**config.mk**
```make
export PLATFORM = sky130hd
export DESIGN_NAME = fetch_unit
export DESIGN_NICKNAME = d
export VERILOG_FILES = /design/src/rtl/mips_pkg.sv /design/src/rtl/if_id_pipe_reg.sv /design/src/rtl/fetch_unit.sv
export SDC_FILE = /design/constraint.sdc
export NUM_CORES = 1
export LEC_CHECK = 0
export ABC_AREA = 1
export ABC_CLOCK_PERIOD_IN_PS = 1700
export BUFFER_PORTS_ARGS = -buffer_cell sky130_fd_sc_hd__buf_2
export CORE_MARGIN = 2
export CORE_UTILIZATION = 45
export DETAILED_ROUTE_END_ITERATION = 10
export GPL_TIMING_DRIVEN = 0
export PLACE_DENSITY = 0.73
export REMOVE_ABC_BUFFERS = 1
export SYNTH_ARGS = -nofsm -noshare
export SYNTH_HDL_FRONTEND = slang
export SYNTH_HIERARCHICAL = 1
export SYNTH_SLANG_ARGS = --single-unit
```
**constraint.sdc**
```tcl
create_clock -name clk -period 1.7 [get_ports clk]
set_input_delay 0.51 -clock clk [delete_from_list [all_inputs] [get_ports clk]]
set_output_delay 0.51 -clock clk [all_outputs]
set_load 0.03 [all_outputs]
```
**src/rtl/mips_pkg.sv**
```systemverilog
// Shared types and constants for the MIPS pipeline front end.
package mips_pkg;

   localparam int                  PC_WIDTH          = 32;
   localparam logic [PC_WIDTH-1:0] PC_INC            = 32'd4;
   localparam logic [31:0]         NOP_INSTR_DEFAULT = 32'h0000_0000;

   typedef enum logic [1:0] {
      IDLE = 2'd0,
      REQ  = 2'd1,
      DROP = 2'd2,
      BUF  = 2'd3
   } fetchStateT;

endpackage

```
**src/rtl/if_id_pipe_reg.sv**
```systemverilog
// IF/ID pipeline register with load/hold/flush/bubble controls and a one-entry
// skid buffer that catches an instruction arriving while decode is stalled.
module if_id_pipe_reg
   import mips_pkg::*;
#(
   parameter logic [31:0] NOP_INSTR = NOP_INSTR_DEFAULT
) (
   input  logic                clk,
   input  logic                reset,
   input  logic                flush,
   input  logic                load,
   input  logic                loadBuf,
   input  logic                bubble,
   input  logic                bufWrite,
   input  logic                bufClear,
   input  logic [PC_WIDTH-1:0] pcPlus4In,
   input  logic [31:0]         instrIn,
   output logic [PC_WIDTH-1:0] pcPlus4,
   output logic [31:0]         instr,
   output logic                valid
);

   logic [PC_WIDTH-1:0] bufPcPlus4;
   logic [31:0]         bufInstr;

   // Priority: flush beats every load; no control asserted means hold (stall).
   always_ff @(posedge clk or negedge reset) begin
      if (!reset) begin
         pcPlus4 <= '0;
         instr   <= NOP_INSTR;
         valid   <= 1'b0;
      end else if (flush) begin
         instr <= NOP_INSTR;
         valid <= 1'b0;
      end else if (load) begin
         pcPlus4 <= pcPlus4In;
         instr   <= instrIn;
         valid   <= 1'b1;
      end else if (loadBuf) begin
         pcPlus4 <= bufPcPlus4;
         instr   <= bufInstr;
         valid   <= 1'b1;
      end else if (bubble) begin
         instr <= NOP_INSTR;
         valid <= 1'b0;
      end
   end

   always_ff @(posedge clk or negedge reset) begin
      if (!reset) begin
         bufPcPlus4 <= '0;
         bufInstr   <= '0;
      end else if (bufClear) begin
         bufPcPlus4 <= '0;
         bufInstr   <= '0;
      end else if (bufWrite) begin
         bufPcPlus4 <= pcPlus4In;
         bufInstr   <= instrIn;
      end
   end

endmodule

```
**src/rtl/fetch_unit.sv**
```systemverilog
// Instruction fetch stage: PC register, instruction memory req/ack FSM and
// IF/ID register control including hazard stalls and branch redirects from ID.
module fetch_unit
   import mips_pkg::*;
#(
   parameter logic [PC_WIDTH-1:0] RESET_PC  = 32'h0000_0000,
   parameter logic [31:0]         NOP_INSTR = NOP_INSTR_DEFAULT
) (
   input  logic                clk,
   input  logic                reset,
   input  logic                stall,
   input  logic                branch_taken,
   input  logic [PC_WIDTH-1:0] branch_target,
   output logic                imem_req,
   output logic [PC_WIDTH-1:0] imem_addr,
   input  logic                imem_ack,
   input  logic [31:0]         imem_rdata,
   output logic [PC_WIDTH-1:0] pc_if,
   output logic [PC_WIDTH-1:0] pc_plus4_id,
   output logic [31:0]         instruction_id,
   output logic                valid_id,
   output fetchStateT          dbgState
);

   fetchStateT          state, stateNext;
   logic [PC_WIDTH-1:0] pc, pcNext, reqAddr, reqAddrNext, pcPlus4;
   logic                redirect, ackTaken;
   logic                flush, load, loadBuf, bubble, bufWrite, bufClear;

   // Handshake: a request is open while imem_req=1 with imem_addr held stable;
   // it completes at the edge where imem_req=1 and imem_ack=1 (no-wait ack legal).
   assign imem_req  = (state == REQ) || (state == DROP);
   assign imem_addr = reqAddr;
   assign pc_if     = pc;
   assign dbgState  = state;
   assign pcPlus4   = pc + PC_INC;
   assign ackTaken  = imem_req && imem_ack;
   assign redirect  = branch_taken && !stall;

   always_ff @(posedge clk or negedge reset) begin
      if (!reset) begin
         state   <= IDLE;
         pc      <= RESET_PC;
         reqAddr <= RESET_PC;
      end else begin
         state   <= stateNext;
         pc      <= pcNext;
         reqAddr <= reqAddrNext;
      end
   end

   always_comb begin
      stateNext   = state;
      pcNext      = pc;
      reqAddrNext = reqAddr;
      flush       = 1'b0;
      load        = 1'b0;
      loadBuf     = 1'b0;
      bubble      = 1'b0;
      bufWrite    = 1'b0;
      bufClear    = 1'b0;
      if (redirect) begin
         pcNext   = branch_target;
         flush    = 1'b1;
         bufClear = 1'b1;
         // An unanswered request must still complete before the target is fetched.
         if (imem_req && !imem_ack) begin
            stateNext = DROP;
         end else begin
            stateNext   = REQ;
            reqAddrNext = branch_target;
         end
      end else begin
         case (state)
            IDLE: begin
               stateNext   = REQ;
               reqAddrNext = pc;
               bubble      = !stall;
            end
            REQ: begin
               if (ackTaken) begin
                  pcNext      = pcPlus4;
                  reqAddrNext = pcPlus4;
                  if (stall) begin
                     bufWrite  = 1'b1;
                     stateNext = BUF;
                  end else begin
                     load = 1'b1;
                  end
               end else begin
                  bubble = !stall;
               end
            end
            DROP: begin
               bubble = !stall;
               if (ackTaken) begin
                  stateNext   = REQ;
                  reqAddrNext = pc;
               end
            end
            BUF: begin
               if (!stall) begin
                  loadBuf     = 1'b1;
                  bufClear    = 1'b1;
                  stateNext   = REQ;
                  reqAddrNext = pc;
               end
            end
            default: stateNext = IDLE;
         endcase
      end
   end

   if_id_pipe_reg #(
      .NOP_INSTR (NOP_INSTR)
   ) ifIdReg (
      .clk       (clk),
      .reset     (reset),
      .flush     (flush),
      .load      (load),
      .loadBuf   (loadBuf),
      .bubble    (bubble),
      .bufWrite  (bufWrite),
      .bufClear  (bufClear),
      .pcPlus4In (pcPlus4),
      .instrIn   (imem_rdata),
      .pcPlus4   (pc_plus4_id),
      .instr     (instruction_id),
      .valid     (valid_id)
   );

endmodule

```
# Word-level counts from Yosys, hierarchy flattened
# Cells that the tools add are included.
[op_classes] add_sub_neg=1 n_mul=0 div_mod_pow=0 n_lt_le_gt_ge=0 n_eq_ne=8 shifts=0 mux=44 bitwise_logic=1 reduce_logical=17
[op_table] cell="two-way mux 32 bit" n=17
[op_table] cell="one-hot mux 32 bit (4 select lines)" n=1
[op_table] cell="adder 32 x 3 -> 32 bit (second input constant)" n=1
[op_table] cell="two-way mux 1 bit" n=18
[op_table] cell="two-way mux 2 bit" n=6
[op_table] cell="!= test 3 bit (second input constant)" n=4
[op_table] cell="one-hot mux 2 bit (4 select lines)" n=1
[op_table] cell="AND reduction 4 bit" n=2
[op_table] cell="nonzero test 2 bit" n=4
[op_table] cell="equality test 2 bit (second input constant)" n=2
[op_table] cell="AND reduction 2 bit" n=2
[op_table] cell="nonzero test 4 bit" n=1
[op_table] cell="logical AND 1 bit" n=3
[op_table] cell="equality test 2 x 1 -> 1 bit (second input constant)" n=1
[op_table] cell="logical NOT 1 bit" n=2
[op_table] cell="logical NOT 2 bit" n=1
[op_table] cell="!= test 2 bit (second input constant)" n=1
[op_table] cell="one-hot mux 1 bit (2 select lines)" n=1
[op_table] cell="OR reduction 2 bit" n=1
[op_table] cell="logical OR 1 bit" n=1
[op_table] cell="NOT 1 bit" n=1
[word_totals] regBits=195 latchBits=0 ramBits=0 rom_bits=0 mem_count=0

# Depth between registers and ports, before layout
# Gate-level depths: netlist (run 1).
[logic_depth] word_depth=10 mapped_depth=12

# Hierarchy
# The synthesis (run 1) kept the hierarchy.
[modules_own_cells] mod="if_id_pipe_reg" instances=1 cells_each=736 area_per_inst_um2=5834.3 seq_area_each_um2=3228.1
[modules_own_cells] mod="fetch_unit" instances=1 cells_each=623 area_per_inst_um2=4329.2 seq_area_each_um2=1651.6

# Worst setup path before layout (run 1)
# OpenSTA, ideal clock, no wires.
[synth_path] path_type="reg-to-reg" start="register state[0], in the netlist dbgState[0]" end="register ifIdReg.instr[10]" setup_time_ps=117 t_arrival_ps=2124 t_required_ps=1583 slack_ps=-541 stages_incl_launch_ff=10 n_path_buf=1 cell_sequence="dfrtp_1 > inv_1 > ha_1 > nand2_1 > nand2_1 > a2111oi_0 > nor2_1 > buf_2 > nand3_1 > nand2_1"
[synth_lines] element="from (decl)" line="fetch_unit.sv:25" rtl="fetchStateT state, stateNext;"
[synth_lines] element="from (signal assigned)" line="fetch_unit.sv:46" rtl="state <= stateNext;"
[synth_lines] element="equality test 2 x 1 -> 1 bit / equality test 2 bit (equally long branches)" line="fetch_unit.sv:32" rtl="assign imem_req = (state == REQ) || (state == DROP);"
[synth_lines] element="logical OR 1 bit (*)" line="fetch_unit.sv:32"
[synth_lines] element="named net imem_req" line="fetch_unit.sv:14" rtl="output logic imem_req,"
[synth_lines] element="logical AND 1 bit (*)" line="fetch_unit.sv:37" rtl="assign ackTaken = imem_req && imem_ack;"
[synth_lines] element="two-way mux 1 bit (*)" line="fetch_unit.sv:81" rtl="if (ackTaken) begin"
[synth_lines] element="one-hot mux 1 bit (2 select lines) (*)" line="fetch_unit.sv:74" rtl="case (state)"
[synth_lines] element="two-way mux 1 bit (*)" line="fetch_unit.sv:62" rtl="if (redirect) begin"
[synth_lines] element="named net bubble" line="fetch_unit.sv:28" rtl="logic flush, load, loadBuf, bubble, bufWrite, bufClear;"
[synth_lines] element="nonzero test 4 bit (no source line) (*)"
[synth_lines] element="to (signal assigned)" line="if_id_pipe_reg.sv:37" rtl="instr <= instrIn;"
[synth_lines] element="to (signal assigned)" line="if_id_pipe_reg.sv:41" rtl="instr <= bufInstr;"
[synth_lines] element="to (decl)" line="if_id_pipe_reg.sv:19" rtl="output logic [31:0] instr,"
# Mark *: on every way through the listed nets, which the timed path passes. The rest lies on a longest branch.
# A chain may end at the register's enable or synchronous reset.

# Worst setup path in the final report (run 1)
[layout_path] start="register state[0], in the netlist dbgState[0]" end="register ifIdReg.pcPlus4[13]"
[layout_via] elab_chain_len=8
[layout_rtl] element="equality test 2 x 1 -> 1 bit / equality test 2 bit (equally long branches)" line="fetch_unit.sv:32, fetch_unit.sv:74"
[layout_rtl] element="logical OR 1 bit" line="fetch_unit.sv:32"
[layout_rtl] element="logical AND 1 bit" line="fetch_unit.sv:37"
[layout_rtl] element="two-way mux 1 bit" line="fetch_unit.sv:81"
[layout_rtl] element="two-way mux 1 bit (*)" line="fetch_unit.sv:74"
[layout_rtl] element="two-way mux 1 bit (*)" line="fetch_unit.sv:62"
[layout_rtl] element="named net load" line="fetch_unit.sv:28"
[layout_rtl] element="nonzero test 2 bit (no source line)"
[layout_rtl] element="AND reduction 2 bit (no source line)"
[layout_rtl] element="to (signal assigned)" line="if_id_pipe_reg.sv:36" rtl="pcPlus4 <= pcPlus4In;"
[layout_rtl] element="to (signal assigned)" line="if_id_pipe_reg.sv:40" rtl="pcPlus4 <= bufPcPlus4;"
[layout_rtl] element="to (decl)" line="if_id_pipe_reg.sv:18" rtl="output logic [PC_WIDTH-1:0] pcPlus4,"
# Marked as above.

==> flow_metrics.tcl, run 1 <==
set metrics [dict create \
    outcome "finished with violations" \
    violations "setup timing" \
    cts_tree "built" \
    dpl_cell_area_um2 11500 \
    remaining_drc_errors 0 \
    cp.arrival_ns 2.32 \
    worstReg2RegStart "dbgState[0]$_DFFE_PN0P_" \
    rows 54 \
    root_buffer "clkbuf_16" \
    drive_above_1_share_pct 38.2 \
    place_ws_ns -2.74 \
    worstSetupEndpointType "register" \
    dieArea_um2 23800 \
    first_iter_violations 1043 \
    whs_ns 0.00358 \
    finalHoldViolCount 0 \
    grt_pass1_wl_um 57900 \
    cts_max_path_buffers 2 \
    finClkSkew_ns 0.0143 \
    ys_seq_area_share_pct 48.0 \
    cp-endpoint "ifIdReg/pcPlus4[13]$_DFFE_PN0P_" \
    postSynth.asyncResetShare_pct 100 \
    cp-startpoint "dbgState[0]$_DFFE_PN0P_" \
    r2r_end "ifIdReg/pcPlus4[13]$_DFFE_PN0P_" \
    gr-usage-all-layers_pct 31.4 \
    vdd_drop_max_v 0.00112 \
    critical_path_class "reg -> reg" \
    syn_area_per_cell_um2 7.48 \
    cp_max_fo 5 \
    grt_overflow 0 \
    worst_pin_slew_ns 0.687 \
    start_util_pct 46.1 \
    drtAntennaViolNets 0 \
    synth_top_area_share_pct 48.0 \
    netlist_instances 1359 \
    powerDensity_nw_per_um2 1910 \
    final_cells 1938 \
    h-tree-depth 4 \
    clk-insertion-delay-late_ns 0.44 \
    grt_max_degree 75 \
    synth_most_common_cell "nand2_1" \
    synthTopCellsByArea "dfrtp_1 48%, nand2_1 16%, nand3_1 7.6%" \
    finalSetupViolations 205 \
    fin_total_pwr_mw 28.8 \
    synthesis.area_um2 10200 \
    power.share.switching_pct 49.7 \
    cp_top_family "buffers and inverters" \
    design_area_um2 15100 \
    synth-seq-cells 195 \
    required_ns 2.01 \
    ys.flop_type "dfrtp_1" \
    boundaryPins 201 \
    grt_setup_unrepaired "true" \
    final_util_pct 68.4 \
    cp_cell_sequence "buf_6 > ha_4 > buf_6 > nand2_8 > nor2_4 > buf_12 > nor2_4 > nor2_4 > buf_12 > buf_12 > nand2_2 > nand2_1" \
    clock-sinks 195 \
    max_freq_mhz 498 \
    cts_made_buffers 17 \
    ff2ff_setup_slack_ns -0.31 \
    synth.largest_area_cell "dfrtp_1" \
    worst_slack_ns -0.307 \
    antenna_found_initial 3 \
    synth_edf_count 0 \
    synthDistinctLibCells 31 \
    power_frac_comb_pct 59.7 \
    max_cap_violations 0 \
    p_leak_nw 7.37 \
    cp_slowest_cell "dfrtp_1" \
    post_drt_wl_per_cell_um 21.4 \
    place_hpwl_um 19500 \
    maxSlewHeadroom_pct 54.1 \
    die_w_um 154 \
    reg2reg_depth 12 \
    hp-class "in -> async" \
    clkPwrFrac_pct 13.9 \
    power.switching_mw 14.3 \
    vias 11300 \
    ys_warn_count 6 \
    drv_slew 0 \
    dp_cells 1770 \
    crit_cells 12 \
    slowest_delay_ns 0.42 \
    cts_hold_buf 0 \
    start_kind "register" \
    tns_ns -40.74 \
    portBuffers 200 \
    core-area_um2 22000 \
    period_needed_ns 2.01 \
    clk_pin_slew_ns 0.08 \
    gp_congestion 0.821 \
    firstDrtPassIters 5 \
    syn2layout_area_growth_pct 48.3 \
    p_seq_share_pct 26.4 \
    worst-path-buf-inv 5 \
    avgViaCountPerCell 5.82 \
    intPower_mw 14.5 \
    grt_pass1_vias 10300 \
    wl_um 41500 \
    timing.final.crit_share_pct 118 \
    nNetsFinal 1718 \
    die_h_um 154 \
    synth_common_cells "444 x nand2_1, 195 x dfrtp_1, 154 x nand3_1" \
]
-- sequential cells by signal (all words and copies together), names as in the netlist --
| signal | count |
|---|---|
| dbgState | 2 |
| ifIdReg/bufInstr | 32 |
| ifIdReg/bufPcPlus4 | 32 |
| ifIdReg/instr | 32 |
| ifIdReg/pcPlus4 | 32 |
| ifIdReg/valid | 1 |
| imem_addr | 32 |
| pc_if | 32 |
-- power groups by stage --
| stage | clock (mW) | combinational [mW] | sequential (mW) |
|---|---|---|---|
| floorplan | 0 | 4.97 | 9.64 |
| global placement | 0 | 10.4 | 7.48 |
| detailed placement | 0 | 10.9 | 7.51 |
| CTS | 4.02 | 13.9 | 7.42 |
| global route | 4.23 | 18.1 | 7.74 |
| finish | 4.00 | 17.2 | 7.60 |
-- placed cells by master (no fill, tap or decap), types with 11 or more instances in the layout --
| master | synthesis | final |
|---|---|---|
| nand3_1 | 154 | 112 |
| nand3_2 | 0 | 39 |
| a21oi_2 | 0 | 17 |
| o21ai_1 | 0 | 34 |
| buf_2 | 39 | 197 |
| nand2_2 | 10 | 60 |
| a21oi_1 | 74 | 56 |
| o21ai_0 | 127 | 55 |
| buf_12 | 0 | 35 |
| buf_6 | 0 | 16 |
| o21ai_2 | 1 | 38 |
| dfrtp_1 | 195 | 184 |
| buf_4 | 6 | 45 |
| nor2_1 | 111 | 83 |
| inv_1 | 97 | 90 |
| clkbuf_16 | 0 | 28 |
| buf_16 | 0 | 11 |
| nor2_2 | 9 | 13 |
| nor2_4 | 6 | 35 |
| nand2_8 | 1 | 16 |
| dfrtp_2 | 0 | 11 |
| nand2_1 | 444 | 383 |
-- cell type report --
type	count	area, um2
sequential	195	4890
tap	280	350
fill	1644	6950
clock inverter	10	96.3
timing repair inverter	8	81.3
timing repair buffer	322	2890
multi-input combinational	996	5850
inverter	103	447
clock buffer	22	464
antenna	2	5.00
-- what timing repair did --
action,in CTS,in global routing
pin swaps,40,56
gates resized for setup,194,222
buffers inserted,57,39
cloned,25,21
setup endpoints to repair,203,210
-- layer usage --
metal | GRT usage, % | vias up | routed length [um]
met3 | 7.00 | 184 | 4330
met5 | 0 | - | 11
met4 | 13.7 | 2 | 2350
met1 | 40.5 | 5392 | 15300
met2 | 51.1 | 762 | 19500
li1 | - | 4930 | -
-- kinds of logic (layout without fill, tap and decap cells) --
| logic type | count (synthesis) | count (layout) | synth area share, % |
|---|---|---|---|
| AOI/OAI and AO/OA | 213 | 213 | 10.7 |
| DFF | 195 | 195 | 48.0 |
| xor gates and xnor gates | 15 | 15 | 1.81 |
| and+or+nand+nor | 745 | 762 | 31.2 |
| adders and majority gates | 6 | 6 | 0.739 |
| buffers and inverters | 185 | 465 | 7.53 |
| other | 0 | 2 | 0 |
-- worst min-delay path by stage --
stage | start | to | slack [ns]
2_1_floorplan | reset | dbgState[0]$_DFFE_PN0P_ | 0.21
6_report | reset | ifIdReg/bufInstr[2]$_DFFE_PN0P_ | 0.004
4_1_cts | reset | ifIdReg/bufInstr[2]$_DFFE_PN0P_ | 0.02
3_5_place_dp | ifIdReg/pcPlus4[13]$_DFFE_PN0P_ | ifIdReg/pcPlus4[13]$_DFFE_PN0P_ | 0.46
5_1_grt | reset | ifIdReg/bufInstr[2]$_DFFE_PN0P_ | 0.04
3_3_place_gp | ifIdReg/pcPlus4[15]$_DFFE_PN0P_ | ifIdReg/pcPlus4[15]$_DFFE_PN0P_ | 0.46
Power figures use the tool's default switching activity.
==> inputs of run 2 (changes only) <==
SYNTH_HIERARCHICAL = default   (was 1)
==> flow_metrics.tcl, run 2 <==
set metrics [dict create \
    synthesis.area_um2 9670 \
    clk_pin_slew_ns 0.08 \
    clk-insertion-delay-late_ns 0.45 \
    syn_area_per_cell_um2 7.67 \
    vdd_drop_max_v 0.00182 \
    synth_top_family_by_area "simple AND/OR/NAND/NOR gates" \
    rows 53 \
    worst-path-buf-inv 5 \
    synth_xor_area_share_pct 1.18 \
    synth_most_common_cell "nand2_1" \
    final_cell_mix "289 x nand2_1, 196 x buf_2, 183 x dfrtp_1" \
    boundaryPins 201 \
    vias 10600 \
    worstSetupEndpointType "register" \
    p_seq_share_pct 26.4 \
    synth.largest_area_cell "dfrtp_1" \
    layout_commonest_cell "nand2_1" \
    avgViaCountPerCell 5.82 \
    cts_hold_buf 0 \
    design_area_um2 14400 \
    ys_warn_count 0 \
    synth_common_cells "326 x nand2_1, 213 x o21ai_0, 195 x dfrtp_1" \
    synth_edf_count 0 \
    synth-seq-cells 195 \
    portBuffers 200 \
    clkPwrFrac_pct 13.4 \
    worst_pin_slew_ns 0.779 \
    h-tree-depth 4 \
    whs_ns 0.0672 \
    intPower_mw 15.3 \
    antenna_found_initial 2 \
    period_needed_ns 2.05 \
    cts_made_buffers 17 \
    nNetsFinal 1612 \
    cp_slowest_cell "dfrtp_1" \
    power.share.switching_pct 50.3 \
    dp_cells 1681 \
    grt_setup_unrepaired "true" \
    required_ns 2.08 \
    firstDrtPassIters 6 \
    hp-class "in -> async" \
    outcome "finished with violations" \
    slowest_delay_ns 0.41 \
    dpl_cell_area_um2 11000 \
    cts_max_path_buffers 2 \
    wl_um 41000 \
    cp.arrival_ns 2.43 \
    synthDistinctLibCells 32 \
    grt_pass1_vias 9559 \
    violations "setup timing" \
    synth_top_area_share_pct 50.5 \
    finalHoldViolCount 0 \
    remaining_drc_errors 0 \
    root_buffer "clkbuf_16" \
    gp_congestion 0.880 \
    synth-simple-area-share_pct 19.2 \
    core-area_um2 21000 \
    drtAntennaViolNets 0 \
    power.switching_mw 15.5 \
    clock-sinks 195 \
    cp_cell_sequence "inv_2 > ha_4 > inv_8 > nor3_4 > nand2_8 > buf_8 > clkinvlp_4 > buf_6 > nand2_2 > a21oi_2" \
    gr-usage-all-layers_pct 31.5 \
    post_drt_wl_per_cell_um 22.4 \
    die_h_um 151 \
    synth_compound_area_share_pct 18.9 \
    cp_top_family "buffers and inverters" \
    synth_adder_area_share_pct 0.777 \
    finClkSkew_ns 0.0110 \
    powerDensity_nw_per_um2 2140 \
    cts_tree "built" \
    fin_total_pwr_mw 30.8 \
    max_cap_violations 0 \
    power_frac_comb_pct 60.1 \
    final_cells 1826 \
    maxSlewHeadroom_pct 48.1 \
    critical_path_class "reg -> reg" \
    drv_slew 0 \
    p_leak_nw 6.98 \
    finalSetupViolations 206 \
    first_iter_violations 1020 \
    ys.flop_type "dfrtp_1" \
    r2r_end "ifIdReg.pcPlus4[6]$_DFFE_PN0P_" \
    start_kind "register" \
    place_hpwl_um 18600 \
    netlist_instances 1260 \
    timing.final.crit_share_pct 121 \
    grt_overflow 0 \
    synthMuxAreaShare_pct 0 \
    drive_above_1_share_pct 40.3 \
    cp_max_fo 8 \
    die_w_um 151 \
    syn2layout_area_growth_pct 49.3 \
    worstReg2RegStart "dbgState[1]$_DFFE_PN0P_" \
    worst_slack_ns -0.353 \
    ys_seq_area_share_pct 50.5 \
    reg2reg_depth 10 \
    dieArea_um2 22700 \
    postSynth.asyncResetShare_pct 100 \
    grt_pass1_wl_um 53700 \
    start_util_pct 46.0 \
    synthTopCellsByArea "dfrtp_1 50%, nand2_1 13%, o21ai_0 11%" \
    ff2ff_setup_slack_ns -0.35 \
    max_freq_mhz 487 \
    grt_max_degree 100 \
]
-- run 2: timing repair --
item,in CTS,in global routing
endpoints found under the setup margin,197,208
pin swaps,18,39
gates cloned,19,23
setup buffers,49,25
resized for setup,232,320
-- run 2: layout make-up --
| class | count | area [um2] |
|---|---|---|
| clock buffers | 18 | 439 |
| repair inverters | 8 | 95.1 |
| clock inverters | 14 | 143 |
| multi-input cells | 848 | 5230 |
| diodes | 1 | 2.50 |
| flip-flops and latches | 195 | 4890 |
| inverters | 168 | 743 |
| repair buffers | 299 | 2540 |
| well taps | 275 | 344 |
| fillers | 1557 | 6590 |
-- run 2: power by group through the flow --
stage	clock network (mW)	logic [mW]	registers, mW
final	4.14	18.5	8.15
after global routing	4.33	19.5	8.33
after CTS	4.12	14.9	7.94
after detailed placement	0	11.5	8.00
after global placement	0	10.6	7.93
after floorplan	0	5.02	10.5
-- run 2: worst max-delay path by stage --
| stage | startpoint | endpoint | slack (ns) | depth (start not counted) |
|---|---|---|---|---|
| finish | dbgState[1]$_DFFE_PN0P_ | ifIdReg.pcPlus4[6]$_DFFE_PN0P_ | -0.35 | 10 |
| global route | dbgState[1]$_DFFE_PN0P_ | imem_addr[15]$_DFFE_PN0P_ | -0.34 | 9 |
| CTS | dbgState[1]$_DFFE_PN0P_ | imem_req | -0.18 | 3 |
| detailed placement | stall | pc_if[9]$_DFFE_PN0P_ | -3.33 | 8 |
| global placement | dbgState[0]$_DFFE_PN0P_ | ifIdReg.bufPcPlus4[9]$_DFFE_PN0P_ | -5.23 | 8 |
| floorplan | dbgState[0]$_DFFE_PN0P_ | ifIdReg.bufPcPlus4[10]$_DFFE_PN0P_ | -2.76 | 8 |
-- run 2: cell families after synthesis --
group	Yosys count
fa+ha+maj	6
compound gates	343
simple gates	472
flops	195
buf+inv	231
xor+xnor	13
-- run 2: metrics by stage --
| stage | setup TNS [ns] | utilization (%) | setup slack, ns |
|---|---|---|---|
| 2_1_floorplan | -403.22 | - | -2.76 |
| 3_3_place_gp | -1417.80 | 51.0 | -5.23 |
| 3_5_place_dp | -329.87 | 52.1 | -3.33 |
| 4_1_cts | -15.37 | 61.1 | -0.183 |
| 5_1_grt | -49.29 | 68.6 | -0.339 |
| 6_report | -42.90 | 68.6 | -0.353 |
-- run 2: per-layer routing --
metal / wire length [um] / GRT usage (%) / up-vias
li1: - / - / 4607
met4: 2210 / 14.0 / 4
met3: 4710 / 7.00 / 194
met5: 25 / 0 / -
met1: 15700 / 43.2 / 5083
met2: 18300 / 47.8 / 736
==> inputs of run 3 (changes only) <==
PLACE_DENSITY = 0.7   (was 0.73)
==> flow_metrics.tcl, run 3 (same netlist as run 2, synthesis figures left out) <==
set metrics [dict create \
    outcome "finished with violations" \
    violations "setup timing" \
    dieArea_um2 22700 \
    syn2layout_area_growth_pct 39.0 \
    final_util_pct 63.9 \
    finalSetupViolations 199 \
    critical_path_class "reg -> out" \
    fill_cells 1771 \
    power.switching_mw 13.9 \
    first_iter_violations 896 \
    vdd_drop_max_v 0.00178 \
    gp_congestion 0.857 \
    nNetsFinal 1583 \
    timing.final.crit_share_pct 115 \
    intPower_mw 13.9 \
    cp_max_fo 4 \
    dpl_cell_area_um2 11000 \
    clk_pin_slew_ns 0.08 \
    vias 10000 \
    grt_max_degree 111 \
    boundaryPins 201 \
    antenna_found_initial 3 \
    worstSetupEndpointType "output pin" \
    final_cell_mix "294 x nand2_1, 198 x buf_2, 185 x dfrtp_1" \
    grt_pass1_vias 9467 \
    grt_overflow 0 \
    slowest_delay_ns 0.44 \
    core-area_um2 21000 \
    cp_slowest_cell "dfrtp_2" \
    cp_top_family "flip-flops" \
    rows 53 \
    place_hpwl_um 18400 \
    h-tree-depth 4 \
    design_area_um2 13400 \
    power_frac_comb_pct 56.6 \
    period_needed_ns 1.95 \
    cts_made_buffers 17 \
    whs_ns 0.0668 \
    power.share.switching_pct 50.0 \
    root_buffer "clkbuf_16" \
    cp_cell_sequence "inv_2 > ha_4 > buf_2" \
    clock-sinks 195 \
    start_util_pct 46.0 \
    drv_slew 0 \
    die_h_um 151 \
    avgViaCountPerCell 5.57 \
    remaining_drc_errors 0 \
    clkPwrFrac_pct 14.3 \
    fin_total_pwr_mw 27.8 \
    max_freq_mhz 512 \
    cts_max_path_buffers 2 \
    finalHoldViolCount 0 \
    worst_slack_ns -0.254 \
    required_ns 1.19 \
    max_cap_violations 0 \
    grt_setup_unrepaired "true" \
    maxSlewHeadroom_pct 53.4 \
    p_seq_share_pct 29.1 \
    hp-class "in -> async" \
    finClkSkew_ns 0.0129 \
    cts_hold_buf 0 \
    portBuffers 200 \
    multi_input_area_um2 4750 \
    firstDrtPassIters 5 \
    post_drt_wl_per_cell_um 20.3 \
    cts_tree "built" \
    layout_commonest_cell "nand2_1" \
    area.sequential_um2 4890 \
    wl_um 36400 \
    drive_above_1_share_pct 31.8 \
    gr-usage-all-layers_pct 31.6 \
    place_ws_ns -3.19 \
    grt_pass1_wl_um 54100 \
    drtAntennaViolNets 0 \
    die_w_um 151 \
    worst_pin_slew_ns 0.698 \
    worst-path-buf-inv 2 \
    powerDensity_nw_per_um2 2070 \
    clk-insertion-delay-late_ns 0.44 \
    cp.arrival_ns 1.44 \
    p_leak_nw 6.63 \
    start_kind "register" \
]
[run 3: cell types whose count changed in the layout (fill, tap and decap cells not counted), sizes merged, moves of 2 or more]
cell and delta:
nand2 -4, nand3 +2, diode +2, buf -18, clkbuf -6
[run 3: per-stage QoR]
stage | std cells | TNS (ns)
floorplan | 1197 | -403.22
finish | 1799 | -32.13
detailed placement | 1681 | -313.71
global route | 1797 | -41.31
global placement | 1672 | -1437.10
CTS | 1785 | -18.97
[run 3: what timing repair did]
| action | 4_1_cts | 5_1_grt |
|---|---|---|
| gates cloned | 24 | 5 |
| resized for setup | 183 | 159 |
| endpoints found under the hold margin | 0 | 0 |
| setup endpoints to repair | 201 | 209 |
| pin swaps | 27 | 22 |
| setup buffers | 48 | 9 |
[run 3: power groups by stage]
stage | Combinational (mW) | Clock [mW] | Sequential (mW)
finish | 15.8 | 3.99 | 8.09
global route | 16.9 | 4.20 | 8.30
CTS | 14.1 | 4.02 | 7.95
detailed placement | 11.5 | 0 | 7.99
global placement | 10.6 | 0 | 7.93
floorplan | 5.02 | 0 | 10.5
[run 3: area by class of cell]
class	instances	area share, %
flip-flops and latches	195	36.4
multi-input cells	846	35.3
repair buffers	275	15.7
inverters	168	5.30
clock buffers	17	3.17
well taps	275	2.56
clock inverters	15	1.07
repair inverters	5	0.456
diodes	3	0.0559
[run 3: path summary, 6_finish.rpt]
kind                                                      start                         endpoint  slack [ns]  cells past startpoint
worst min register to register  ifIdReg.pcPlus4[30]$_DFFE_PN0P_  ifIdReg.pcPlus4[30]$_DFFE_PN0P_        0.48                      2
min in group clk                                  imem_rdata[4]  ifIdReg.bufInstr[4]$_DFFE_PN0P_        0.29                      3
worst max register to register          dbgState[0]$_DFFE_PN0P_         imem_addr[3]$_DFFE_PN0P_       -0.25                     10
worst max-delay path                    dbgState[0]$_DFFE_PN0P_                         imem_req       -0.25                      3
max in group asynchronous                                 reset     ifIdReg.instr[0]$_DFFE_PN0P_        0.65                      2
worst min-delay path                                      reset  ifIdReg.pcPlus4[28]$_DFFE_PN0P_        0.07                      1
[run 3: layer usage]
metal,part of all wire (%),track usage [%]
met3,10,5.97
met5,0,0
met1,42,45.3
met2,45,47.5
met4,3.5,12.6
